`src/rtl/cpu_accel_loopback.sv`:
```
// cpu_accel_loopback: multi-channel FIFO endpoint for the CPU accelerator port.
// Each accelerator ID selects one FIFO channel: a write pushes, a read pops.
// Back-pressure follows the real fill state. Read data is first-word-fall-through.
// Optional error reporting is enabled by defining CPU_ACCEL_LOOPBACK_ERR_EN.
module cpu_accel_loopback #(
  parameter int DATA_WIDTH = 16,
  parameter int ID_WIDTH   = 4,
  parameter int CHANNELS   = 4,
  parameter int DEPTH      = 8
) (
  input  logic                                   clk,
  input  logic                                   rst_n,
  input  logic [ID_WIDTH-1:0]                    accel_id,
  output logic                                   accel_can_read,
  output logic                                   accel_can_write,
  input  logic                                   accel_read_enable,
  output logic [DATA_WIDTH-1:0]                  accel_read_data,
  input  logic                                   accel_write_enable,
  input  logic [DATA_WIDTH-1:0]                  accel_write_data,
`ifdef CPU_ACCEL_LOOPBACK_ERR_EN
  input  logic                                   err_clear,
  output logic [CHANNELS-1:0]                    err_overflow,
  output logic [CHANNELS-1:0]                    err_underflow,
`endif
  output logic [CHANNELS*($clog2(DEPTH)+1)-1:0]  fill_level
);

  localparam int PTR_W = $clog2(DEPTH);
  localparam int CNT_W = PTR_W + 1;
  localparam logic [CNT_W-1:0]    FULL_CNT = CNT_W'(DEPTH);
  // One extra bit so CHANNELS == 2**ID_WIDTH still compares correctly.
  localparam logic [ID_WIDTH:0]   CH_LIM   = (ID_WIDTH+1)'(CHANNELS);

  // Storage carries no reset; an empty channel masks its stale contents.
  logic [DATA_WIDTH-1:0] mem [CHANNELS][DEPTH];
  logic [PTR_W-1:0]      rd_ptr [CHANNELS];
  logic [PTR_W-1:0]      wr_ptr [CHANNELS];
  logic [CNT_W-1:0]      cnt    [CHANNELS];

  logic                  id_valid;
  logic [CHANNELS-1:0]   sel_oh;
  logic [CNT_W-1:0]      sel_cnt;
  logic [DATA_WIDTH-1:0] sel_head;
  logic                  push;
  logic                  pop;

  assign id_valid = ({1'b0, accel_id} < CH_LIM);

  // Decode the selected channel and mux out its count and head word.
  always_comb begin
    sel_oh   = '0;
    sel_cnt  = '0;
    sel_head = '0;
    for (int c = 0; c < CHANNELS; c++) begin
      if (id_valid && (accel_id == ID_WIDTH'(c))) begin
        sel_oh[c] = 1'b1;
        sel_cnt   = cnt[c];
        sel_head  = mem[c][rd_ptr[c]];
      end
    end
  end

  // Permissions and data are combinational from the ID and registered state,
  // so push and pop are judged against the pre-edge count.
  always_comb begin
    accel_can_read  = (|sel_oh) && (sel_cnt != '0);
    accel_can_write = (|sel_oh) && (sel_cnt != FULL_CNT);
    accel_read_data = accel_can_read ? sel_head : '0;
    push            = accel_write_enable && accel_can_write;
    pop             = accel_read_enable && accel_can_read;
  end

  // Pointer and count update for the selected channel; others hold.
  always_ff @(posedge clk or negedge rst_n) begin
    if (!rst_n) begin
      for (int c = 0; c < CHANNELS; c++) begin
        rd_ptr[c] <= '0;
        wr_ptr[c] <= '0;
        cnt[c]    <= '0;
      end
    end else begin
      for (int c = 0; c < CHANNELS; c++) begin
        if (sel_oh[c]) begin
          if (push) wr_ptr[c] <= wr_ptr[c] + PTR_W'(1);
          if (pop)  rd_ptr[c] <= rd_ptr[c] + PTR_W'(1);
          if (push && !pop)      cnt[c] <= cnt[c] + CNT_W'(1);
          else if (pop && !push) cnt[c] <= cnt[c] - CNT_W'(1);
        end
      end
    end
  end

  // Accepted words land at the write pointer of the selected channel.
  always_ff @(posedge clk) begin
    for (int c = 0; c < CHANNELS; c++) begin
      if (sel_oh[c] && push) mem[c][wr_ptr[c]] <= accel_write_data;
    end
  end

  // Expose every channel's registered count.
  always_comb begin
    fill_level = '0;
    for (int c = 0; c < CHANNELS; c++) begin
      fill_level[c*CNT_W +: CNT_W] = cnt[c];
    end
  end

`ifdef CPU_ACCEL_LOOPBACK_ERR_EN
  logic [CHANNELS-1:0] ovf_set;
  logic [CHANNELS-1:0] unf_set;

  // A refused enable on a valid ID flags that channel; invalid IDs flag nothing.
  always_comb begin
    ovf_set = sel_oh & {CHANNELS{accel_write_enable && !accel_can_write}};
    unf_set = sel_oh & {CHANNELS{accel_read_enable && !accel_can_read}};
  end

  // Sticky error bits; a new set wins over a clear in the same cycle.
  always_ff @(posedge clk or negedge rst_n) begin
    if (!rst_n) begin
      err_overflow  <= '0;
      err_underflow <= '0;
    end else begin
      err_overflow  <= (err_clear ? '0 : err_overflow)  | ovf_set;
      err_underflow <= (err_clear ? '0 : err_underflow) | unf_set;
    end
  end
`endif

endmodule

```
`config.mk`:
```
export PLATFORM = sky130hd
export DESIGN_NAME = cpu_accel_loopback
export DESIGN_NICKNAME = d
export VERILOG_FILES = /design/src/rtl/cpu_accel_loopback.sv
export SDC_FILE = /design/constraint.sdc
export NUM_CORES = 1
export LEC_CHECK = 0
export BUFFER_PORTS_ARGS = -buffer_cell sky130_fd_sc_hd__buf_2
export CORE_UTILIZATION = 53
export DETAILED_ROUTE_END_ITERATION = 10
export PLACE_DENSITY = 0.66
export RECOVER_POWER = 25
export SLEW_MARGIN = 30
export SYNTH_ARGS = -nofsm -noshare
export SYNTH_HDL_FRONTEND = slang
export SYNTH_SLANG_ARGS = --single-unit
export TNS_END_PERCENT = 100
```
`constraint.sdc`:
```
create_clock -name clk -period 8.6 [get_ports clk]
set_clock_uncertainty 0.15 [all_clocks]
set_input_delay 1.29 -clock clk [delete_from_list [all_inputs] [get_ports clk]]
set_output_delay 1.29 -clock clk [all_outputs]
set_load 0.005 [all_outputs]
```
==> results list, run 1 <==
* Run status: finished, violations left
* Violated checks: capacitance limit, slew limit
* Worst path setup slack after routing: 3.245 ns
- Main area contributors after synthesis: edfxtp_1, mux4_2, dfrtp_1, mux2i_1, ha_1
- Setup total negative slack on the finished layout was measured at 0 ns.
- Count of nets after finishing: 1,192
- Required time of the worst setup path: 7.16 ns
- For this run, the number of standard cells in the final layout without fillers is 1,724.
* Global-route wire length before repair: 69.43 mm
* Static Leakage: 7.974 nW
- Via count of the first global-routing pass: 10,480
- IR drop worst, VDD: 0.1492 mV
* Pre-CTS setup slack: 2.930 ns
* Multi-input combinational cell area: 5301 µm²
- Averaged over all synthesized cells, the footprint is 20.86 µm².
- Detail-routed net length per standard cell: 27.23 µm
* Highest clock frequency the design can meet: 0.1868 GHz
* Share of synthesized area occupied by flip-flops and latches: 0.7492
* MaxCap Viol Count: 11
* Unrepaired setup endpoints after global routing: false
- Placer congestion estimate: 0.9011
- Count of final hold-check violations: 0
* Remaining global-route overflow: 0
* Number of synthesized register bits: 552
* Initial cell density of the core: 0.5365
- Quantity of I/O buffers inserted on ports: 57
- Synthesis handed over a netlist of 1,048 instances.
* Number of optimization iterations in the first detailed-route pass: 5
* Crit path time final: 5.355 ns
- Final HPWL DP: 27.56 mm
* Maximum number of pins on one net before global-route repair: 41
- Compared with the post-synthesis result, the final layout area differs by 13.31%.
* Core Box Area: 40,740 µm²
* Number of distinct library cells after synthesis: 46
- Final worst-path cycle share: 0.6226
- For flop-to-flop paths, the worst setup slack is 4.67 ns.
- Antenna violations before repair: 0
* Overall global routing resource usage: 0.2324
* Yosys top cell area share: 0.7034
- Post-synthesis cell type with the largest combined area: edfxtp_1
- Clock tree synthesis selected as its root buffer the cell clkbuf_16.
- Across the whole layout, storage elements account for 16,380 µm².
- Element type at the critical path start: primary input
- Relative slew margins: -0.5300
* Highest fanout seen on the critical path: 24
- Clock-pin slew was measured on the worst setup and hold paths at 0.06 ns.
- After synthesis, the share of flip-flops with an asynchronous set or reset is 0.07246.
- In this run the remaining antenna-violating nets after routing total 0.
- Power spread over the standard cell area amounts to 274.9 nW/µm².
- Total via count after detailed routing: 10,560
- After clock tree synthesis, the setup repair step added 0 buffers.
- Clk sinks: 552
- Critical path destination: accel_read_data[7]
- Total of warnings raised by yosys: 0
- Share of cells above drive strength 1: 0.2880
* Most used flip-flop cell after synthesis: edfxtp_1
- Maximum number of buffers from clock root to sink: 3
- Post-route total power: 6.808 mW
* Placement Rows: 74
- Number of enable-type register cells in the synthesized netlist: 512
* Height of the die: 205.1 µm
- At the pin with the least slew margin, the transition time is 2.295 ns.
- The tightest hold path in the finished design has a slack of 0.3528 ns.
- Hold/Removal Path Class: flip-flop to flip-flop
- The number of gates resized after CTS was 0.
* Total Wirelength: 46.95 mm
* Arr. time, crit path: 3.91 ns
- In this run the critical register-to-register path is launched from fill_level[15].
* Most instantiated cells after synthesis: edfxtp_1, mux4_2, dfrtp_1, nor2_1, mux2i_1
- Via density per instance: 6.124
- Summing every instance area after synthesis gives 21,860 µm².
- The most critical setup path has its startpoint at accel_id[2].
- Category of the critical setup timing path: primary input to output port
- The number of clock buffers added by TritonCTS is 54.
* Insertion delay of the later-clocked pin in the worst-skew pair: 0.61 ns
- The number of cells on the worst reg-to-reg path is 14.
* Fill cell count: 2,877
* Post-detailed-route DRC marker count: 0
- Die Area: 42,060 µm²
- Final core utilization: 0.6080
* Worst reg2reg endpoint: fill_level[3]
- After detailed placement, the total cell area comes to 22,960 µm².
- Among all cell types in the netlist, the one instantiated most often is edfxtp_1.
* Post-placement cell count: 1,623
- The worst setup path is captured at an output port.
- Number of DRC violations after detailed-routing iteration 0: 1,085
* # H-tree levels: 2
- The die is 205.1 µm wide.
* Final number of max-transition violations: 338
- Setup violations remaining at the end of the flow were counted as 0.
- Counting every net in the synthesized netlist gives 1,093.
* # hold bufs at CTS: 0
- CTS tree: yes
- Total I/O pin count: 58
- Final instance area: 24,770 µm²
-- layout make-up --
cell class                 instances  area share
inverter                           3   0.0004547
clock inverter                    34     0.01450
sequential                       552      0.6614
tap                              532     0.02688
clock buffer                      66     0.05895
multi-input combinational        437      0.2140
antenna                            1   0.0001010
timing repair buffer              99     0.02369
-- how the worst min path moves through the flow --
stage / slack [ns] / endpoint / from / depth (start not counted)
CTS: 0.36 / fill_level[3] / fill_level[3] / 1
detailed placement: 0.35 / fill_level[3] / fill_level[3] / 1
floorplan: 0.33 / wr_ptr[3] / wr_ptr[3] / 1
global route: 0.36 / fill_level[3] / fill_level[3] / 1
global placement: 0.33 / fill_level[11] / fill_level[11] / 1
finish: 0.35 / fill_level[3] / fill_level[3] / 1
-- cell families (layout without fill, tap and decap cells) --
family	count (synthesis)	count (layout)	share of synthesized area
xor+xnor	32	32	0.01282
buf+inv	59	202	0.01248
fa+ha+maj	21	21	0.01339
mux	187	187	0.1608
compound gates	74	74	0.02170
other cells	0	1	0
flops	552	552	0.7492
simple gates	123	123	0.02959
-- where the power goes --
part	total (mW)	internal [mW]	switching (mW)
clock	2.41	1.44	0.974
sequential	3.17	3.03	0.135
combinational	1.23	0.606	0.619
total	6.81	5.08	1.73
-- cells in the final DEF, fill, tap and decap left out, types with 12 or more instances in the layout --
| master | n |
|---|---|
| buf_2 | 46 |
| clkbuf_1 | 20 |
| dfrtp_1 | 36 |
| buf_4 | 42 |
| clkinv_2 | 14 |
| a21oi_1 | 23 |
| mux2i_1 | 37 |
| xnor2_1 | 17 |
| nor2_1 | 39 |
| ha_1 | 17 |
| xor2_1 | 15 |
| clkinv_1 | 12 |
| nand2_1 | 18 |
| clkbuf_16 | 57 |
| edfxtp_1 | 512 |
| o22ai_1 | 18 |
| mux4_2 | 129 |
| mux2_2 | 18 |
-- routing by layer --
metal  track usage  vias up  part of all wire
met2        0.3644      341              0.48
met5             0        -                 0
met4       0.07249        0             0.021
met1        0.3417     5630              0.44
li1              -     4533                 -
met3       0.03245       53             0.060
-- registers in the layout, summed over array words and instances, names as in the netlist --
name	count
mem	512
wr_ptr	12
fill_level	16
rd_ptr	12
-- worst max-delay path, stage by stage --
cell and delay, ns:
buf_2 0.10, or2_1 0.45, nor2_1 0.79, a32oi_1 0.18, and3b_1 0.24, buf_4 0.24, a2111oi_1 0.41, buf_2 0.20
Note: power is estimated with default switching activity, not from simulation.
==> run 2: changes to the inputs <==
Clock period 8.6 ns to 5.1 ns, I/O delays scaled along.
==> results list, run 2 (synthesis gave the netlist of run 1 again) <==
* Run status: finished, violations left
- Violated checks: capacitance limit, slew limit
- After detailed routing, the average wire length per cell comes to 26.88 µm.
* Number of DRC violations after detailed-routing iteration 0: 1,056
- Dividing the final minimum period by the clock period gives 0.8209.
- Via count of the first global-routing pass: 10,660
- The H-tree was split into 2 levels.
- The initial antenna violation count was 0.
- Along the worst path, the maximum fanout reaches 25.
- Port buffering added 57 buffers.
- For this run, the detailed router's first-pass iteration total came to 5.
- Setup repair after global routing left no endpoint under its margin.
* Required time of the worst setup path: 4.18 ns
- Highest clock frequency the design can meet: 0.2388 GHz
- After detailed routing, the number of vias per cell comes to 6.047.
* Total via count after detailed routing: 10,460
* Antenna Violating Nets Remaining: 0
- Clock tree synthesis selected as its root buffer the cell clkbuf_16.
* # hold bufs at CTS: 0
- Entering global routing, the biggest net connects 41 pins.
- Crit path time final: 4.187 ns
* Most frequent standard cell in the layout excluding fill and tap cells: edfxtp_1
- Die Area: 42,060 µm²
* Element type at the critical path start: flip-flop
* Summed negative setup slack over all endpoints: 0 ns
* Share of cells above drive strength 1: 0.2924
- In the global route stage, overall resource usage came out at 0.2310.
- The initial utilization of the core area, before any placement, comes to 0.5365.
- The worst-case IR drop observed on VDD is 0.2419 mV.
* Static Leakage: 7.972 nW
* CTS tree: yes
- Total power density per cell area: 458.0 nW/µm²
- Arr. time, crit path: 3.27 ns
- Category of the critical setup timing path: flip-flop to output port
- The die is 205.1 µm wide.
* CTS buffer count: 53
* Count of nets after finishing: 1,200
- The final-report hold violation count came to 0.
* Number of instances resized during post-cts repair: 0
- Clk sinks: 552
* Finish-stage setup viols: 0
- In this run the post-CTS setup repair buffer count came out at 0.
* Largest register FFs: 512
- Placer congestion estimate: 0.7876
- Height of the die: 205.1 µm
* Number of inserted diodes: 0
* Global-route wire length before repair: 69.03 mm
* Final number of max-transition violations: 371
* Total Wirelength: 46.47 mm
* Critical path endpoint category: output port
- For the worst-skew pair, the clock arrives at the later sink with an insertion delay of 0.60 ns.
* Core Box Area: 40,740 µm²
- For the pin with the worst max-slew slack, the measured transition is 2.362 ns.
- From synthesis to final layout, the design area changed by 13.27%.
- No sink is reached through more buffers than the 3 on the longest clock path.
- The floorplan has 74 rows.
- During I/O placement, the number of pins put on the boundary was 58.
- In this run the worst hold path is classified as flip-flop to flip-flop.
- Final HPWL DP: 27.79 mm
- Clock-pin slew was measured on the worst setup and hold paths at 0.06 ns.
- Relative slew margins: -0.5747
- Post-detailed-route DRC marker count: 0
- For this run the aggregate overflow at the end of global routing stands at 0.
* Leading cell types in the layout, fill and taps excluded: edfxtp_1, mux4_2, clkbuf_16
* MaxCap Viol Count: 11
- Final core utilization: 0.6078
run 2: cell count changes in the layout (fill, tap and decap cells not counted), sizes merged:
cell / previous run / this run
buf: 88 / 97
clkinv: 26 / 19
clkbuf: 77 / 82
bufinv: 8 / 6
diode: 1 / 0
inv: 2 / 3
run 2: per-stage QoR:
stage / cell area, µm² / hold slack [ns] / total power, mW / setup WS [ns] / instances
after floorplan: 21860 / 0.3194 / 6.887 / 0.8477 / 1048
after global placement: 23020 / 0.3494 / 7.494 / 0.9014 / 1632
after detailed placement: 23030 / 0.3519 / 7.526 / 0.8164 / 1632
after CTS: 24770 / 0.006295 / 11.45 / 0.7935 / 1729
after global routing: 24760 / 0.3746 / 11.79 / 0.7294 / 1729
final: 24760 / 0.3584 / 11.34 / 0.9132 / 1729
run 2: critical path: stages (launching register included):
cell and delay [ns]:
dfrtp_2 0.95, buf_4 0.38, mux4_2 0.56, mux2i_1 0.21, a22oi_1 0.20, and3_1 0.24
buf_2 0.13
run 2: worst paths after layout:
kind / from / end / slack [ns] / cells past startpoint
worst max register to register: fill_level[11] / fill_level[3] / 1.51 / 13
worst min register to register: fill_level[3] / fill_level[3] / 0.36 / 1
worst max-delay path: rd_ptr[0] / accel_read_data[9] / 0.91 / 6
max in group asynchronous: rst_n / rd_ptr[6] / 2.39 / 1
min in group asynchronous: rst_n / rd_ptr[9] / 0.74 / 1
worst min-delay path: fill_level[3] / fill_level[3] / 0.36 / 1
run 2: area by class of cell:
class                      instances  area, µm²
clock buffer                      71       1466
clock inverter                    26      280.3
fill                            2844      15980
inverter                           3      11.26
multi-input combinational        437       5295
sequential                       552      16390
tap                              532      665.6
timing repair buffer             108      654.4
run 2: report_power, final:
group / internal, mW / switching (mW)
logic: 1.04 / 0.778
registers: 5.11 / 0.476
clock network: 2.32 / 1.62
total: 8.47 / 2.87
run 2: metal layers:
layer,global-route usage,vias to the layer above,routed length [µm]
met5,0,-,0
met4,0.07169,0,1251
met3,0.04136,70,2811
met2,0.3658,315,22690
met1,0.3299,5521,19720
li1,-,4550,-
